### src/rtl/mips_debug_ctrl.sv
// Byte-stream debug controller for top_mips: program load, run/step,
// and post-run streaming of the pipeline latch snapshot and cycle count.
module mips_debug_ctrl #(
   parameter int LEN     = 32,
   parameter int NB_ADDR = 8,
   parameter int NB_DUMP = 453,
   parameter int NB_CYC  = 32
) (
   input  logic               i_clk,
   input  logic               i_rst,
   input  logic [7:0]         i_rx_data,
   input  logic               i_rx_valid,
   output logic               o_rx_ready,
   output logic [7:0]         o_tx_data,
   output logic               o_tx_valid,
   input  logic               i_tx_ready,
   output logic               o_mips_en,
   output logic               o_mips_rst,
   output logic               o_imem_we,
   output logic [NB_ADDR-1:0] o_imem_addr,
   output logic [LEN-1:0]     o_imem_data,
   input  logic               i_halt,
   input  logic [NB_DUMP-1:0] i_dump
);

   localparam int NBW = LEN / 8;
   localparam int NBC = NB_CYC / 8;
   localparam int NBD = (NB_DUMP + 7) / 8;
   localparam int NBT = NBC + NBD;
   localparam int BW  = $clog2(NBW + 1);
   localparam int TW  = $clog2(NBT + 1);

   typedef enum logic [2:0] {
      IDLE, LOAD_LEN, LOAD_WORD, RUN, STEP, DUMP
   } state_t;

   state_t               state_q, state_d;
   logic [LEN-1:0]       word_q, word_d;
   logic [BW-1:0]        bcnt_q, bcnt_d;
   logic [7:0]           left_q, left_d;
   logic [NB_ADDR-1:0]   addr_q, addr_d;
   logic [NB_ADDR-1:0]   waddr_q, waddr_d;
   logic                 we_q, we_d;
   logic                 rstp_q, rstp_d;
   logic [NB_CYC-1:0]    cyc_q, cyc_d;
   logic [8*NBT-1:0]     snap_q, snap_d;
   logic                 snapd_q, snapd_d;
   logic [TW-1:0]        tcnt_q, tcnt_d;

   logic                 rx_acc;
   logic                 tx_acc;
   logic [8*NBD-1:0]     dpad;
   logic [NB_CYC-1:0]    crev;

   always_ff @(posedge i_clk) begin
      if (i_rst) begin
         state_q <= IDLE;
         word_q  <= '0;
         bcnt_q  <= '0;
         left_q  <= '0;
         addr_q  <= '0;
         waddr_q <= '0;
         we_q    <= 1'b0;
         rstp_q  <= 1'b0;
         cyc_q   <= '0;
         snap_q  <= '0;
         snapd_q <= 1'b0;
         tcnt_q  <= '0;
      end else begin
         state_q <= state_d;
         word_q  <= word_d;
         bcnt_q  <= bcnt_d;
         left_q  <= left_d;
         addr_q  <= addr_d;
         waddr_q <= waddr_d;
         we_q    <= we_d;
         rstp_q  <= rstp_d;
         cyc_q   <= cyc_d;
         snap_q  <= snap_d;
         snapd_q <= snapd_d;
         tcnt_q  <= tcnt_d;
      end
   end

   always_comb begin
      state_d = state_q;
      word_d  = word_q;
      bcnt_d  = bcnt_q;
      left_d  = left_q;
      addr_d  = addr_q;
      waddr_d = waddr_q;
      we_d    = 1'b0;
      rstp_d  = 1'b0;
      cyc_d   = cyc_q;
      snap_d  = snap_q;
      snapd_d = snapd_q;
      tcnt_d  = tcnt_q;

      o_rx_ready = ~i_rst & ((state_q == IDLE) |
                             (state_q == LOAD_LEN) |
                             (state_q == LOAD_WORD));
      o_tx_valid = ~i_rst & (state_q == DUMP) & snapd_q;
      o_mips_en  = ~i_rst & (((state_q == RUN) & ~i_halt) |
                             (state_q == STEP));
      rx_acc = i_rx_valid & o_rx_ready;
      tx_acc = o_tx_valid & i_tx_ready;

      // Counter goes out MSB byte first, so byte-reverse it into slot 0..NBC-1
      dpad = '0;
      dpad[NB_DUMP-1:0] = i_dump;
      crev = '0;
      for (int i = 0; i < NBC; i++) begin
         crev[8*i +: 8] = cyc_q[8*(NBC-1-i) +: 8];
      end

      if (o_mips_en && (cyc_q != '1)) begin
         cyc_d = cyc_q + NB_CYC'(1);
      end

      unique case (state_q)
         IDLE: begin
            if (rx_acc) begin
               case (i_rx_data)
                  8'h01:   state_d = LOAD_LEN;
                  8'h02:   state_d = RUN;
                  8'h03:   state_d = STEP;
                  8'h04:   state_d = DUMP;
                  default: state_d = IDLE;
               endcase
            end
         end
         LOAD_LEN: begin
            if (rx_acc) begin
               if (i_rx_data == 8'd0) begin
                  state_d = IDLE;
               end else begin
                  left_d  = i_rx_data;
                  addr_d  = '0;
                  bcnt_d  = '0;
                  state_d = LOAD_WORD;
               end
            end
         end
         LOAD_WORD: begin
            if (rx_acc) begin
               word_d = LEN'({word_q, i_rx_data});
               if (bcnt_q == BW'(NBW - 1)) begin
                  bcnt_d  = '0;
                  we_d    = 1'b1;
                  waddr_d = addr_q;
                  addr_d  = addr_q + NB_ADDR'(1);
                  left_d  = left_q - 8'd1;
                  if (left_q == 8'd1) begin
                     rstp_d  = 1'b1;
                     cyc_d   = '0;
                     state_d = IDLE;
                  end
               end else begin
                  bcnt_d = bcnt_q + BW'(1);
               end
            end
         end
         RUN: begin
            if (i_halt) state_d = DUMP;
         end
         STEP: begin
            state_d = DUMP;
         end
         DUMP: begin
            if (!snapd_q) begin
               snap_d  = {dpad, crev};
               snapd_d = 1'b1;
               tcnt_d  = '0;
            end else if (tx_acc) begin
               snap_d = snap_q >> 8;
               tcnt_d = tcnt_q + TW'(1);
               if (tcnt_q == TW'(NBT - 1)) begin
                  snapd_d = 1'b0;
                  state_d = IDLE;
               end
            end
         end
         default: state_d = IDLE;
      endcase
   end

   assign o_tx_data   = snap_q[7:0];
   assign o_mips_rst  = i_rst | rstp_q;
   assign o_imem_we   = we_q & ~i_rst;
   assign o_imem_addr = waddr_q;
   assign o_imem_data = word_q;

endmodule

### config.mk
export PLATFORM = sky130hd
export DESIGN_NAME = mips_debug_ctrl
export DESIGN_NICKNAME = d
export VERILOG_FILES = /design/src/rtl/mips_debug_ctrl.sv
export SDC_FILE = /design/constraint.sdc
export NUM_CORES = 1
export LEC_CHECK = 0
export CORE_MARGIN = 2
export CORE_UTILIZATION = 45
export DETAILED_ROUTE_END_ITERATION = 8
export PLACE_DENSITY = 0.72
export SLEW_MARGIN = 20
export SYNTH_ARGS = -nofsm -noshare
export SYNTH_HDL_FRONTEND = slang
export SYNTH_SLANG_ARGS = --single-unit
### constraint.sdc
create_clock -name i_clk -period 4.1 [get_ports i_clk]
set_input_delay 0.41 -clock i_clk [delete_from_list [all_inputs] [get_ports i_clk]]
set_output_delay 0.41 -clock i_clk [all_outputs]
set_load 0.02 [all_outputs]
-- Yosys cells after proc, flatten, opt, wreduce, memory -nomap -nowiden
Cells that the tools add are included.
- $add $sub $neg: 5
- equal/unequal tests: 24
- multiplexer cells: 41
- bitwise gates (word level): 17
- reduce and logical (&&, ||, !) cells: 12
- operators with widths (cell ; number):
    $mux 488 ; 2
    $mux 32 ; 5
    $mux 8 ; 8
    $mux 3 ; 13
    $add 32x1->32 const B ; 1
    $ne 32x32->1 const B ; 1
    $pmux 8 s2 ; 2
    $pmux 3 s6 ; 1
    $eq 8x1->1 const B ; 2
    $eq 8x2->1 const B ; 2
    $ne 2x2->1 const B ; 7
    $mux 6 ; 2
    $pmux 3 s4 ; 1
    $eq 3x2->1 const B ; 3
    $reduce_and 9->1 ; 1
    $add 8x1->8 const B ; 1
    $and 1x1->1 ; 8
    $eq 8x3->1 const B ; 1
    $logic_not 8->1 ; 1
    $ne 2x1->1 const B ; 4
    $sub 8x1->8 const B ; 1
    $add 6x1->6 const B ; 1
    $eq 3x3->1 const B ; 2
    $eq 6x6->1 const B ; 1
    16 further kinds ; 28
- register bits after elaboration: 591
- output and inout port bits: 53

-- Longest topological paths before layout
- depth in word-level cells: 10
- gate-level depth with buffers: 8

-- Worst setup path after synthesis
Ideal clock, no wire load.
- path type: input to output
- from: input i_rst
- to: output o_rx_ready
- data arrival time: 1.723 ns
- path slack: 1.967 ns
- stages on the path: 5
- path buffers: 4
- cell sequence: clkbuf_1 > clkbuf_1 > clkbuf_1 > clkbuf_1 > nor3_1
- longest elaborated chain between the ends: 2
- ends and longest elaborated chain (what ; line ; source):
    start, declared ; 10 ; input logic i_rst,
    $not 1->1 ; 99 ; o_rx_ready = ~i_rst & ((state_q == IDLE) |
    $and 1x1->1 ; 99 ;
    end, declared ; 13 ; output logic o_rx_ready,
No other way between the ends.

-- Worst setup path in the final report
- from: register state_q[2]
- to: output o_mips_en
- longest elaborated chain between the ends: 4
- elaborated cells between the ends (all ways): 5
- ends and longest elaborated chain (what ; line ; source):
    start, declared ; 37 ; state_t state_q, state_d;
    start signal, assigned ; 70 ; state_q <= state_d;
    $eq 3x2->1 ; 103 ; o_mips_en = ~i_rst & (((state_q == RUN) & ~i_halt) |
    $and 1x1->1 ; 103 ;
    $or 1x1->1 * ; 103 ;
    $and 1x1->1 * ; 103 ;
    end, declared ; 17 ; output logic o_mips_en,
Every way passes the cells marked *; elsewhere a longest branch is shown, timed or not.

==> qor.txt <==
overall overflow remaining after global route: 0
per-instance average area after synthesis: 9.345 sq um
final count of hold timing violations: 0
WS Path Type: reg -> out
total clock sinks: 588
maximum cell stage delay along the critical path: 0.69 ns
Clock H-tree levels: 2
synth cell count leaders: dfxtp_1 (588), nor2_1 (523), mux2i_1 (491), a211oi_1 (480), clkbuf_1 (187)
# port buffers: 518
final total negative setup slack: 0 ns
distinct cell type count of the synthesized netlist: 61
class of the tightest hold or removal check: in -> reg
postcts setup bufs: 0
number of enable flip-flop cells after synthesis: 0
series of cell instances along the critical path: or3b_1 > a21oi_4 > clkdlybuf4s50_1
cell area after technology mapping: 25710 sq um
number of nets produced by synthesis: 3224
worst reg2reg startpoint: state_q[2]
worst slew pin tran: 1.001 ns
setup slack of the critical path after layout: 0.9285 ns
DRC Markers: 0
number of pins with negative max-slew slack in the final report: 0
share of final-layout standard cells stronger than drive strength 1: 5.276%
die height: 243.0 um
clock root buffer: clkbuf_16
fraction of registers with async set or reset after synthesis: 0%
peak supply drop: 354.0 uV
clock tree from TritonCTS: built
status: finished, final reports clean
I/O pin total: 519
most common cell in the synthesized netlist: dfxtp_1
element type at the critical path end: output pin
clock insertion delay at the later pin of the skew report: 0.62 ns
initial drt markers: 1129
count of nets after finishing: 3586
Fin Clk Skew: 0.01515 ns
Slowest-stage cell, CP: clkdlybuf4s50_1
number of placement rows: 87
post-synthesis sequential area ratio: 45.79%
terminating pin of the worst hold path: tcnt_q[1]
post-place setup slack: 1.006 ns
power per cell area: 370.2 nW/um^2
Worst Hold Depth: 2
wire length of the first global-routing pass: 110800 um
placeable core region: 56390 sq um
most used flip-flop cell after synthesis: dfxtp_1
post-synthesis sequential element count: 588
Hold Path Origin: i_rst
R2R setup slack: 1.42 ns
final clock period utilization by the worst path: 77.35%
Vias/cell: 5.452
leading area contributor after synthesis: dfxtp_1
count of endpoints failing setup in the final report: 0
via count of the first global-routing pass: 20580
CP max FO: 17
count of TritonRoute iterations in the first routing pass: 5
number of buffers added to fix hold violations after cts: 0
cell count after synthesis: 2751
clock period minus worst slack: 3.172 ns
Initial Util: 45.59%
Rel. slew slack: 33.29%
remaining antenna violation count: 0
all-layer global routing usage: 23.07%
launching element type of the critical path: register
Crit Reg-Reg Endpoint: cyc_q[10]
number of buffers and inverters on the critical path: 1
TritonCTS Buffers: 61
area fraction of the dominant cell type after synthesis: 45.79%
category of cells accounting for the largest share of critical-path delay: buffers and inverters
CP arrival: 2.76 ns
Required @ worst endpoint: 3.69 ns
static leakage: 9.988 nW
largest net degree at the start of global routing: 206
CTS clk-pin slew, worst paths: 0.06 ns
average wire per standard cell: 18.06 um
Detail Placement HPWL: 49650 um
area added between synthesis and finish: 30.13%
leading post-synthesis cells by cell area: dfxtp_1 (46%), mux2i_1 (19%), a211oi_1 (14%)
clk buf depth: 3
routability-driven placement congestion ratio: 0.8590
synthesis warning total: 0
RSZ-0062 raised after global routing: no
maximum clock frequency: 315.3 MHz
Reg2Reg Depth: 6
total vias in the final route: 21430
total die area: 59050 sq um
antenna violations before repair: 21
max-cap violations: 0
final wirelength: 70990 um
die outline width: 243.0 um
quantity of gates resized following cts: 0
## power breakdown
group | switching (mW) | leakage (nW) | total [mW] | internal (mW)
combinational | 0.272 | 4.19 | 0.747 | 0.476
clock | 2.36 | 1.07 | 5.92 | 3.56
sequential | 0.000873 | 4.73 | 5.71 | 5.71
## layer usage
metal	global-route usage, %	wire (um)	part of all wire, %
met2	39.95	34810	49
met5	0	156	0.22
met1	28.00	29760	42
met3	5.838	4239	6.0
met4	7.218	2031	2.9
## through the flow
| step | total power [mW] | instances | cell area, sq um | hold WS (ns) | util [%] |
|---|---|---|---|---|---|
| 2_1_floorplan | 6.059 | 2751 | 25710 | 0.4356 | - |
| 3_3_place_gp | 6.575 | 3806 | 31250 | 0.4431 | 55.41 |
| 3_5_place_dp | 6.583 | 3806 | 31250 | 0.4509 | 55.41 |
| 4_1_cts | 12.50 | 3921 | 33420 | 0.1844 | 59.27 |
| 5_1_grt | 12.76 | 3928 | 33450 | 0.2266 | 59.32 |
| 6_report | 12.38 | 3931 | 33450 | 0.2205 | 59.33 |
## layout by cell type, fill, tap and decap left out, types with 4 or more instances in the layout
cell and n:
nand2_1 105, clkdlybuf4s50_1 517, nand4_1 8, o31ai_1 16, and4_1 7, clkbuf_1 7, xor2_1 4, or4_1 13
or3_1 11, a21oi_1 70, diode_2 10, nor2b_1 4, clkinv_2 14, or2_2 5, clkinvlp_4 6, ha_1 7
bufinv_16 8, buf_12 13, mux2i_1 491, o21ai_0 22, nand2b_1 8, dfxtp_1 587, a22oi_1 9, inv_1 14
buf_4 25, nand3_1 20, a211oi_1 480, and3_1 9, clkbuf_16 63, and2_1 7, clkbuf_8 14, nor2_1 522
o211ai_1 7, nor3_1 14
## final cells by class
cell class | count | area [sq um]
Tap cell | 756 | 945.9
Clock inverter | 31 | 381.6
Antenna cell | 10 | 25.02
Multi-Input combinational cell | 1892 | 12840
Sequential cell | 588 | 11780
Timing Repair Buffer | 556 | 5638
Inverter | 14 | 52.55
Fill cell | 4878 | 22930
Clock buffer | 84 | 1795
## cells by family (layout without fill, tap and decap cells)
group                      count (synthesis)  in the layout  share of synthesized area (%)
adders and majority gates                  7              7                         0.3407
DFF                                      588            588                          45.79
muxes                                    491            491                          19.12
and+or+nand+nor                          753            753                          12.35
buffers and inverters                    271            685                          4.395
AOI/OAI and AO/OA                        635            635                          17.80
other                                      0             10                              0
xor gates and xnor gates                   6              6                         0.2044
## state kept, by name, indices dropped and copies added, names as in the netlist
register,flops
tcnt_q,6
left_q,8
snapd_q,1
o_imem_addr,8
state_q,3
o_imem_data,32
addr_q,8
rstp_q,1
cyc_q,32
we_q,1
bcnt_q,3
snap_q,485
## worst max-delay path by stage
stage          slack, ns       start  cells past startpoint         end
2_1_floorplan       1.97       i_rst                      5  o_rx_ready
3_3_place_gp        1.01  i_rx_valid                      7   cyc_q[10]
3_5_place_dp        1.01  i_rx_valid                      7   cyc_q[10]
4_1_cts             0.90  state_q[2]                      3   o_mips_en
5_1_grt             0.83  state_q[2]                      3   o_mips_en
6_report            0.93  state_q[2]                      3   o_mips_en
Power figures use the tool's default switching activity.
